$ cat config.mk
export PLATFORM = sky130hd
export DESIGN_NAME = jpeg_bitstream_packer
export DESIGN_NICKNAME = d
export VERILOG_FILES = /design/src/rtl/jpeg_pkg.sv /design/src/rtl/jpeg_byte_stuffer.sv /design/src/rtl/jpeg_bitstream_packer.sv
export SDC_FILE = /design/constraint.sdc
export NUM_CORES = 1
export LEC_CHECK = 0
export CAP_MARGIN = 20
export CORE_MARGIN = 2
export CORE_UTILIZATION = 40
export DETAILED_ROUTE_END_ITERATION = 8
export HOLD_SLACK_MARGIN = 0.1
export SYNTH_ARGS = -nofsm -noshare
export SYNTH_HDL_FRONTEND = slang
export SYNTH_SLANG_ARGS = --single-unit
$ cat constraint.sdc
create_clock -name i_clk -period 4.85 [get_ports i_clk]
set_clock_uncertainty 0.15 [all_clocks]
set_input_delay 0.97 -clock i_clk [delete_from_list [all_inputs] [get_ports i_clk]]
set_output_delay 0.97 -clock i_clk [all_outputs]
set_load 0.01 [all_outputs]
$ cat src/rtl/jpeg_pkg.sv
// Shared constants and FSM state type for the JPEG entropy-coded-segment packer.
package jpeg_pkg;

   localparam logic [7:0] JPEG_MARKER_PFX = 8'hFF;
   localparam logic [7:0] JPEG_STUFF      = 8'h00;
   localparam logic [7:0] JPEG_EOI        = 8'hD9;
   localparam logic       PAD_BIT         = 1'b1;

   typedef enum logic [2:0] {RUN, DRAIN, PAD, FLUSH, EOI1, EOI2} packer_state_t;

   // Keep the n leading valid bits of top, fill the rest of the byte with pad bits.
   function automatic logic [7:0] pad_byte(input logic [7:0] top, input logic [3:0] n);
      logic [7:0] fill;
      fill = {8{PAD_BIT}} >> n;
      return (top & ~fill) | fill;
   endfunction

endpackage

$ cat src/rtl/jpeg_byte_stuffer.sv
// Output byte register with 0xFF->0x00 stuffing and valid/ready hold; reloads in the cycle it drains.
module jpeg_byte_stuffer
   import jpeg_pkg::*;
(
   input  logic       i_clk,
   input  logic       i_rst_n,
   input  logic       i_ld_valid,
   input  logic [7:0] i_ld_byte,
   input  logic       i_ld_raw,
   output logic       o_ld_ready,
   output logic       o_stuff_pend,
   output logic       o_empty,
   output logic [7:0] o_out_byte,
   output logic       o_out_valid,
   input  logic       i_out_ready
);

   logic [7:0] r_byte;
   logic       r_valid;
   logic       r_pend;
   logic       w_free;

   assign w_free       = !r_valid || i_out_ready;
   assign o_ld_ready   = w_free && !r_pend;
   assign o_stuff_pend = r_pend;
   assign o_empty      = !r_valid && !r_pend;
   assign o_out_byte   = r_byte;
   assign o_out_valid  = r_valid;

   // A pending stuff byte always wins over a new load; raw loads carry markers.
   always_ff @(posedge i_clk or negedge i_rst_n) begin
      if (!i_rst_n) begin
         r_byte  <= 8'h00;
         r_valid <= 1'b0;
         r_pend  <= 1'b0;
      end else if (w_free) begin
         if (r_pend) begin
            r_byte  <= JPEG_STUFF;
            r_valid <= 1'b1;
            r_pend  <= 1'b0;
         end else if (i_ld_valid) begin
            r_byte  <= i_ld_byte;
            r_valid <= 1'b1;
            r_pend  <= !i_ld_raw && (i_ld_byte == JPEG_MARKER_PFX);
         end else begin
            r_valid <= 1'b0;
         end
      end
   end

endmodule

$ cat src/rtl/jpeg_bitstream_packer.sv
// Packs {Huffman code, amplitude} words MSB-first into stuffed bytes, 1s-pads the block tail.
// Optional EOI_MARKER_EN appends an unstuffed FF,D9 marker before block_done.
module jpeg_bitstream_packer
   import jpeg_pkg::*;
#(
   parameter int ACC_W  = 32,
   parameter int MAX_IN = 23
)(
   input  logic        i_clk,
   input  logic        i_rst_n,
   input  logic        i_in_valid,
   output logic        o_in_ready,
   input  logic [15:0] i_huff_code,
   input  logic [3:0]  i_huff_len,
   input  logic [7:0]  i_val_bits,
   input  logic [3:0]  i_val_len,
   input  logic        i_in_last,
   output logic [7:0]  o_out_byte,
   output logic        o_out_valid,
   input  logic        i_out_ready,
   output logic        o_block_done
);

   localparam int            CW       = $clog2(ACC_W + 1);
   localparam logic [CW-1:0] FILL_MAX = CW'(ACC_W - MAX_IN);

   packer_state_t    r_state;
   logic [ACC_W-1:0] r_acc;
   logic [CW-1:0]    r_bit_cnt;
   logic             r_live;
   logic             r_block_done;
`ifdef EOI_MARKER_EN
   logic             r_eoi_sent;
`endif

   logic [3:0]       w_vlen;
   logic [15:0]      w_code_m;
   logic [7:0]       w_val_m;
   logic [23:0]      w_word24;
   logic [ACC_W-1:0] w_word;
   logic [ACC_W-1:0] w_acc_sh;
   logic [ACC_W-1:0] w_acc_nxt;
   logic [CW-1:0]    w_wlen;
   logic [CW-1:0]    w_cnt_mid;
   logic [CW-1:0]    w_cnt_nxt;
   logic [CW-1:0]    w_shamt;
   logic             w_accept;
   logic             w_has_byte;
   logic             w_pop;
   logic             w_ld_valid;
   logic             w_ld_raw;
   logic [7:0]       w_ld_byte;
   logic             w_ld_ready;
   logic             w_stuff_pend;
   logic             w_empty;

   assign w_vlen   = (i_val_len > 4'd8) ? 4'd8 : i_val_len;
   assign w_code_m = i_huff_code & ((16'h1 << i_huff_len) - 16'h1);
   assign w_val_m  = i_val_bits & 8'((9'h1 << w_vlen) - 9'h1);
   assign w_word24 = ({8'h00, w_code_m} << w_vlen) | {16'h0000, w_val_m};
   assign w_word   = ACC_W'(w_word24);
   assign w_wlen   = CW'(i_huff_len) + CW'(w_vlen);

   // r_live keeps in_ready low for the first cycle out of reset.
   assign o_in_ready   = r_live && (r_state == RUN) && (r_bit_cnt <= FILL_MAX);
   assign w_accept     = i_in_valid && o_in_ready;
   assign w_has_byte   = (r_bit_cnt >= CW'(8));
   assign w_pop        = ((r_state == RUN) || (r_state == DRAIN)) && w_has_byte && w_ld_ready;
   assign o_block_done = r_block_done;

   // Pop first, then append the new word directly below the surviving bits.
   assign w_acc_sh  = w_pop ? (r_acc << 8) : r_acc;
   assign w_cnt_mid = w_pop ? (r_bit_cnt - CW'(8)) : r_bit_cnt;
   assign w_shamt   = CW'(ACC_W) - w_cnt_mid - w_wlen;
   assign w_acc_nxt = w_accept ? (w_acc_sh | (w_word << w_shamt)) : w_acc_sh;
   assign w_cnt_nxt = w_accept ? (w_cnt_mid + w_wlen) : w_cnt_mid;

   always_comb begin
      w_ld_valid = 1'b0;
      w_ld_raw   = 1'b0;
      w_ld_byte  = r_acc[ACC_W-1 -: 8];
      case (r_state)
         RUN, DRAIN: w_ld_valid = w_has_byte;
         PAD: begin
            w_ld_valid = 1'b1;
            w_ld_byte  = pad_byte(r_acc[ACC_W-1 -: 8], r_bit_cnt[3:0]);
         end
         EOI1: begin
            w_ld_valid = 1'b1;
            w_ld_raw   = 1'b1;
            w_ld_byte  = JPEG_MARKER_PFX;
         end
         EOI2: begin
            w_ld_valid = 1'b1;
            w_ld_raw   = 1'b1;
            w_ld_byte  = JPEG_EOI;
         end
         default: w_ld_valid = 1'b0;
      endcase
   end

   jpeg_byte_stuffer u_stuffer (
      .i_clk        (i_clk),
      .i_rst_n      (i_rst_n),
      .i_ld_valid   (w_ld_valid),
      .i_ld_byte    (w_ld_byte),
      .i_ld_raw     (w_ld_raw),
      .o_ld_ready   (w_ld_ready),
      .o_stuff_pend (w_stuff_pend),
      .o_empty      (w_empty),
      .o_out_byte   (o_out_byte),
      .o_out_valid  (o_out_valid),
      .i_out_ready  (i_out_ready)
   );

   always_ff @(posedge i_clk or negedge i_rst_n) begin
      if (!i_rst_n) begin
         r_state      <= RUN;
         r_acc        <= '0;
         r_bit_cnt    <= '0;
         r_live       <= 1'b0;
         r_block_done <= 1'b0;
`ifdef EOI_MARKER_EN
         r_eoi_sent   <= 1'b0;
`endif
      end else begin
         r_live       <= 1'b1;
         r_block_done <= 1'b0;
         case (r_state)
            RUN: begin
               r_acc     <= w_acc_nxt;
               r_bit_cnt <= w_cnt_nxt;
               if (w_accept && i_in_last) r_state <= DRAIN;
            end
            DRAIN: begin
               r_acc     <= w_acc_nxt;
               r_bit_cnt <= w_cnt_nxt;
               if (!w_has_byte && !w_stuff_pend)
                  r_state <= (r_bit_cnt != '0) ? PAD : FLUSH;
            end
            PAD: if (w_ld_ready) begin
               r_acc     <= '0;
               r_bit_cnt <= '0;
               r_state   <= DRAIN;
            end
            FLUSH: if (w_empty) begin
`ifdef EOI_MARKER_EN
               if (r_eoi_sent) begin
                  r_eoi_sent   <= 1'b0;
                  r_block_done <= 1'b1;
                  r_state      <= RUN;
               end else begin
                  r_state <= EOI1;
               end
`else
               r_block_done <= 1'b1;
               r_state      <= RUN;
`endif
            end
            EOI1: if (w_ld_ready) r_state <= EOI2;
            EOI2: if (w_ld_ready) begin
               r_state <= FLUSH;
`ifdef EOI_MARKER_EN
               r_eoi_sent <= 1'b1;
`endif
            end
            default: r_state <= RUN;
         endcase
      end
   end

endmodule
==> results.txt <==
----------------------------------------------------
[Pwr]
  Power Dens Cells ... around 790 mW/mm2
  Leakage Power ... about 3.5 nW
  IR drop worst, VDD ... about 450 uV

[Floorplan]
  Initial Util ... 40.9%
  Number of I/O pins ... 48
  Height of the die ... approximately 130 um
  Number of cell rows ... between 40 and 50
  Area of the placeable core ... approximately 0.015 mm2
  Width of the chip ... 129 um
  Total Die Area ... 0.0166 mm2

[STA]
  RSZ-0062 raised after global routing ... false
  TNS Setup ... 0 ps
  Headroom to the max-slew limit ... around 52%
  Count of endpoints failing hold in the final timing report ... 0
  Final-report setup violation count ... 0
  Final worst path period share ... a little over nine tenths
  Achievable frequency ... ~210 MHz
  Final min period ... roughly 4700 ps
  Slew Limit Fails ... 0
  Least-Margin Pin Slew ... around 700 ps

[Finish]
  Fillers ... roughly 1500
  Sequential standard cell area ... about 0.0013 mm2
  Final core occ ... 54.4%
  Share of final-layout standard cells stronger than drive strength 1 ... 26.9%
  Final cell area excluding filler cells ... 0.00831 mm2
  Layout overhead on the synthesized area ... 33.0%
  Number of antenna diodes ... 0
  Nets@finish ... ~1000
  Area of the multi-input gates ... 0.00471 mm2
  Fin cells ... about 1100

[Global route]
  First-pass GRT wire length ... approximately 38000 um
  Overall routing resource usage ... 28.6%
  Vias in the first global route ... 6969
  Layer with the highest usage ... met2
  Initial antenna violation count ... 0
  Remaining global-route overflow ... 0
  Global-route met2 utilization ... a little under half
  Met1 routing resource usage after global routing ... 40.7%
  Largest net degree at the start of global routing ... 50
  Global Route met3 Usage ... under 10%

[Setup path]
  Arrival @ worst endpoint ... 4710 ps
  Data required, critical path ... just under 5000 ps
  Top cell family by delay on the critical path ... multiplexers
  Ordered cell list for the critical path ... clkdlybuf4s50_1, nor4_4, inv_1, ha_2, buf_4, and2_1, mux2_2, buf_4, a22oi_1, o221ai_2, mux4_2, mux2_2, a222oi_1, o21ai_1
  WP buf/inv ... 4
  Critical path class ... primary input to flop
  Largest driver fanout on the critical path ... 11
  Slowest cell on crit path ... sky130_fd_sc_hd__mux4_2
  CP endpoint kind ... flop
  Largest stage delay on the critical path ... 550 ps
  Sort of element at the start of the critical path ... primary input

[Flow run]
  Number of max-cap violations ... 0

[Clock tree]
  Clock Sink Count ... between 50 and 60
  Max H-tree Level ... 2
  Clock latency on the worst-skew pair ... about 300 ps
  Number of buffers added by the clock tree synthesis step ... 5
  Clock tree from TritonCTS ... built
  Clock root buffer master ... sky130_fd_sc_hd__clkbuf_16
  Worst-case clock buffer depth ... 2
  CTS Hold Buffers Added ... 0
  Clock-pin slew on the worst setup and hold paths ... ~70 ps

[Route]
  Detailed-route via count ... around 7100
  Aggregate routed wire length ... 23300 um
  Drt drc ... 0
  DR iter-0 viols ... around 640
  Vias per cell ... a little over 6
  Antenna violation net count after detailed routing ... 0
  Routed length per instance ... 20.4 um
  Number of detailed-route iterations in the first pass ... 5

[Synth]
  Count leader, synth ... sky130_fd_sc_hd__nand2_1
  Cell accounting for the most synthesized area ... sky130_fd_sc_hd__dfrtp_1
  Post-synthesis net count ... 841
  Top cells by area in the synthesized netlist ... sky130_fd_sc_hd__dfrtp_1 (21%), sky130_fd_sc_hd__nand2_1 (4.5%), sky130_fd_sc_hd__o21ai_0 (4.4%), sky130_fd_sc_hd__ha_1 (4.0%), sky130_fd_sc_hd__mux2i_1 (4.0%)
  Arithmetic-cell share of the synthesized area counting full adders, half adders and majority gates ... ~5.3%
  Distinct cell type count of the synthesized netlist ... 96
  Dominant register cell in the synthesized netlist ... sky130_fd_sc_hd__dfrtp_1
  Sequential area share after synthesis ... between 20% and 30%
  Synthesized area per cell ... between 8 and 9 um2
  Area fraction in and, or, nand and nor cells after synthesis ... 21.4%
  Top-area cell type share of the netlist area ... 21.2%
  Multiplexer area fraction after synthesis ... under 10%
  Async set-or-reset flop fraction in the synthesized netlist ... 100%
  Post-Synthesis Cells ... 780
  Total of warnings raised by yosys ... 0
  Seq cells post-synth ... 53
  Most common library cells after synthesis ... sky130_fd_sc_hd__nand2_1 (75), sky130_fd_sc_hd__nor2_1 (55), sky130_fd_sc_hd__o21ai_0 (55)
  Number of synthesized flops with an enable pin ... 0
  Netlist area before placement ... 0.00625 mm2
  Synth Area in XOR/XNOR ... 2.24%
  Area fraction in compound gates after synthesis ... a little over a third
  Dominant combinational cell family by area after synthesis ... compound AO/OA/AOI/OAI gates

[Min path]
  Hold/Removal Path Class ... primary input to asynchronous set/reset pin

[Placed design]
  Placed cell areas ... about 0.008 mm2
  Final estimated routing congestion in global placement ... 0.951
  Port bufs ... 46
  DPL Wire Length ... approximately 18000 um
  Post-placement cell count ... around 1100

[Status]
  Outcome ... finished clean

----------------------------------------------------
[what timing repair did]
action | CTS | global route
buffers inserted | 1 | 1
setup endpoints to repair | 6 | 26
gates resized for setup | 3 | 25
pin swaps | 2 | 12
[cells by family (layout without fill, tap and decap cells)]
logic type                 after synthesis  after routing
buffers and inverters                   92            248
other                                    1              1
muxes                                   42             42
and+or+nand+nor                        260            260
adders and majority gates               24             24
DFF                                     53             53
AOI/OAI and AO/OA                      292            292
xor gates and xnor gates                16             16
[report_power, final]
group	internal [mW]	switching [mW]	leakage, nW	total, mW
Sequential	0.552	0.138	0.720	0.690
Combinational	2.59	2.92	2.73	5.51
Clock	0.193	0.174	0.0702	0.367
[cell type report]
| class | count | area share, % |
|---|---|---|
| inverters | 33 | 1.52 |
| clock inverters | 3 | 0.256 |
| well taps | 211 | 3.18 |
| multi-input cells | 635 | 56.7 |
| repair buffers | 207 | 20.9 |
| clock buffers | 5 | 1.51 |
| flip-flops and latches | 53 | 16.0 |
[metrics by stage]
| step | hold WS, ps | power [mW] | worst slack [ps] |
|---|---|---|---|
| CTS | 312 | 6.41 | 8.82 |
| floorplan | 289 | 3.43 | 3.57 |
| global placement | 307 | 5.98 | -292 |
| global route | 314 | 7.02 | 3.30 |
| finish | 316 | 6.57 | 154 |
| detailed placement | 311 | 6.00 | -332 |
[worst paths after layout]
path	startpoint	end	slack [ps]	cells after the start
worst min register to register	u_stuffer.o_out_byte[4]	u_stuffer.o_out_byte[4]	320	2
worst min-delay path	i_rst_n	r_bit_cnt[1]	320	1
max in group asynchronous	i_rst_n	r_acc[20]	3380	2
worst max-delay path	i_huff_len[1]	r_acc[19]	150	14
min in group i_clk	u_stuffer.o_out_byte[4]	u_stuffer.o_out_byte[4]	320	2
worst max register to register	r_state[1]	r_acc[31]	850	16
[registers in the layout, summed over array words and instances (netlist names)]
signal,cells
u_stuffer.o_out_valid,1
r_state,3
u_stuffer.o_out_byte,8
o_block_done,1
r_live,1
r_acc,32
r_bit_cnt,6
u_stuffer.o_stuff_pend,1
[metal layers]
layer | vias up | wire (um)
met5 | - | 0
met4 | 0 | 340
met3 | 31 | 1570
met2 | 272 | 10700
met1 | 3475 | 10700
li1 | 3324 | -
[layout by cell type, fill, tap and decap left out, types with 6 or more instances in the layout]
cell type                         count
sky130_fd_sc_hd__mux4_2               8
sky130_fd_sc_hd__nand3_1             20
sky130_fd_sc_hd__nor2_1              53
sky130_fd_sc_hd__nand4_1              7
sky130_fd_sc_hd__mux2i_1             25
sky130_fd_sc_hd__o211ai_1            19
sky130_fd_sc_hd__o2111ai_1            8
sky130_fd_sc_hd__nor3_1              24
sky130_fd_sc_hd__dfrtp_1             53
sky130_fd_sc_hd__o21ai_0             53
sky130_fd_sc_hd__a222oi_1             6
sky130_fd_sc_hd__nand2b_1            11
sky130_fd_sc_hd__a31oi_1             13
sky130_fd_sc_hd__buf_4              156
sky130_fd_sc_hd__inv_1               24
sky130_fd_sc_hd__o221ai_1             7
sky130_fd_sc_hd__or3_1                6
sky130_fd_sc_hd__a22o_1               8
sky130_fd_sc_hd__a211oi_1            11
sky130_fd_sc_hd__ha_1                15
sky130_fd_sc_hd__and2_1               8
sky130_fd_sc_hd__a211o_1              8
sky130_fd_sc_hd__mux2_2               9
sky130_fd_sc_hd__clkdlybuf4s50_1     41
sky130_fd_sc_hd__a21o_1              11
sky130_fd_sc_hd__nor2b_1             10
sky130_fd_sc_hd__a21oi_1             31
sky130_fd_sc_hd__xnor2_1              9
sky130_fd_sc_hd__a22oi_1             19
sky130_fd_sc_hd__nand2_1             73
sky130_fd_sc_hd__o31ai_1              6
Note: power is estimated with default switching activity, not from simulation.
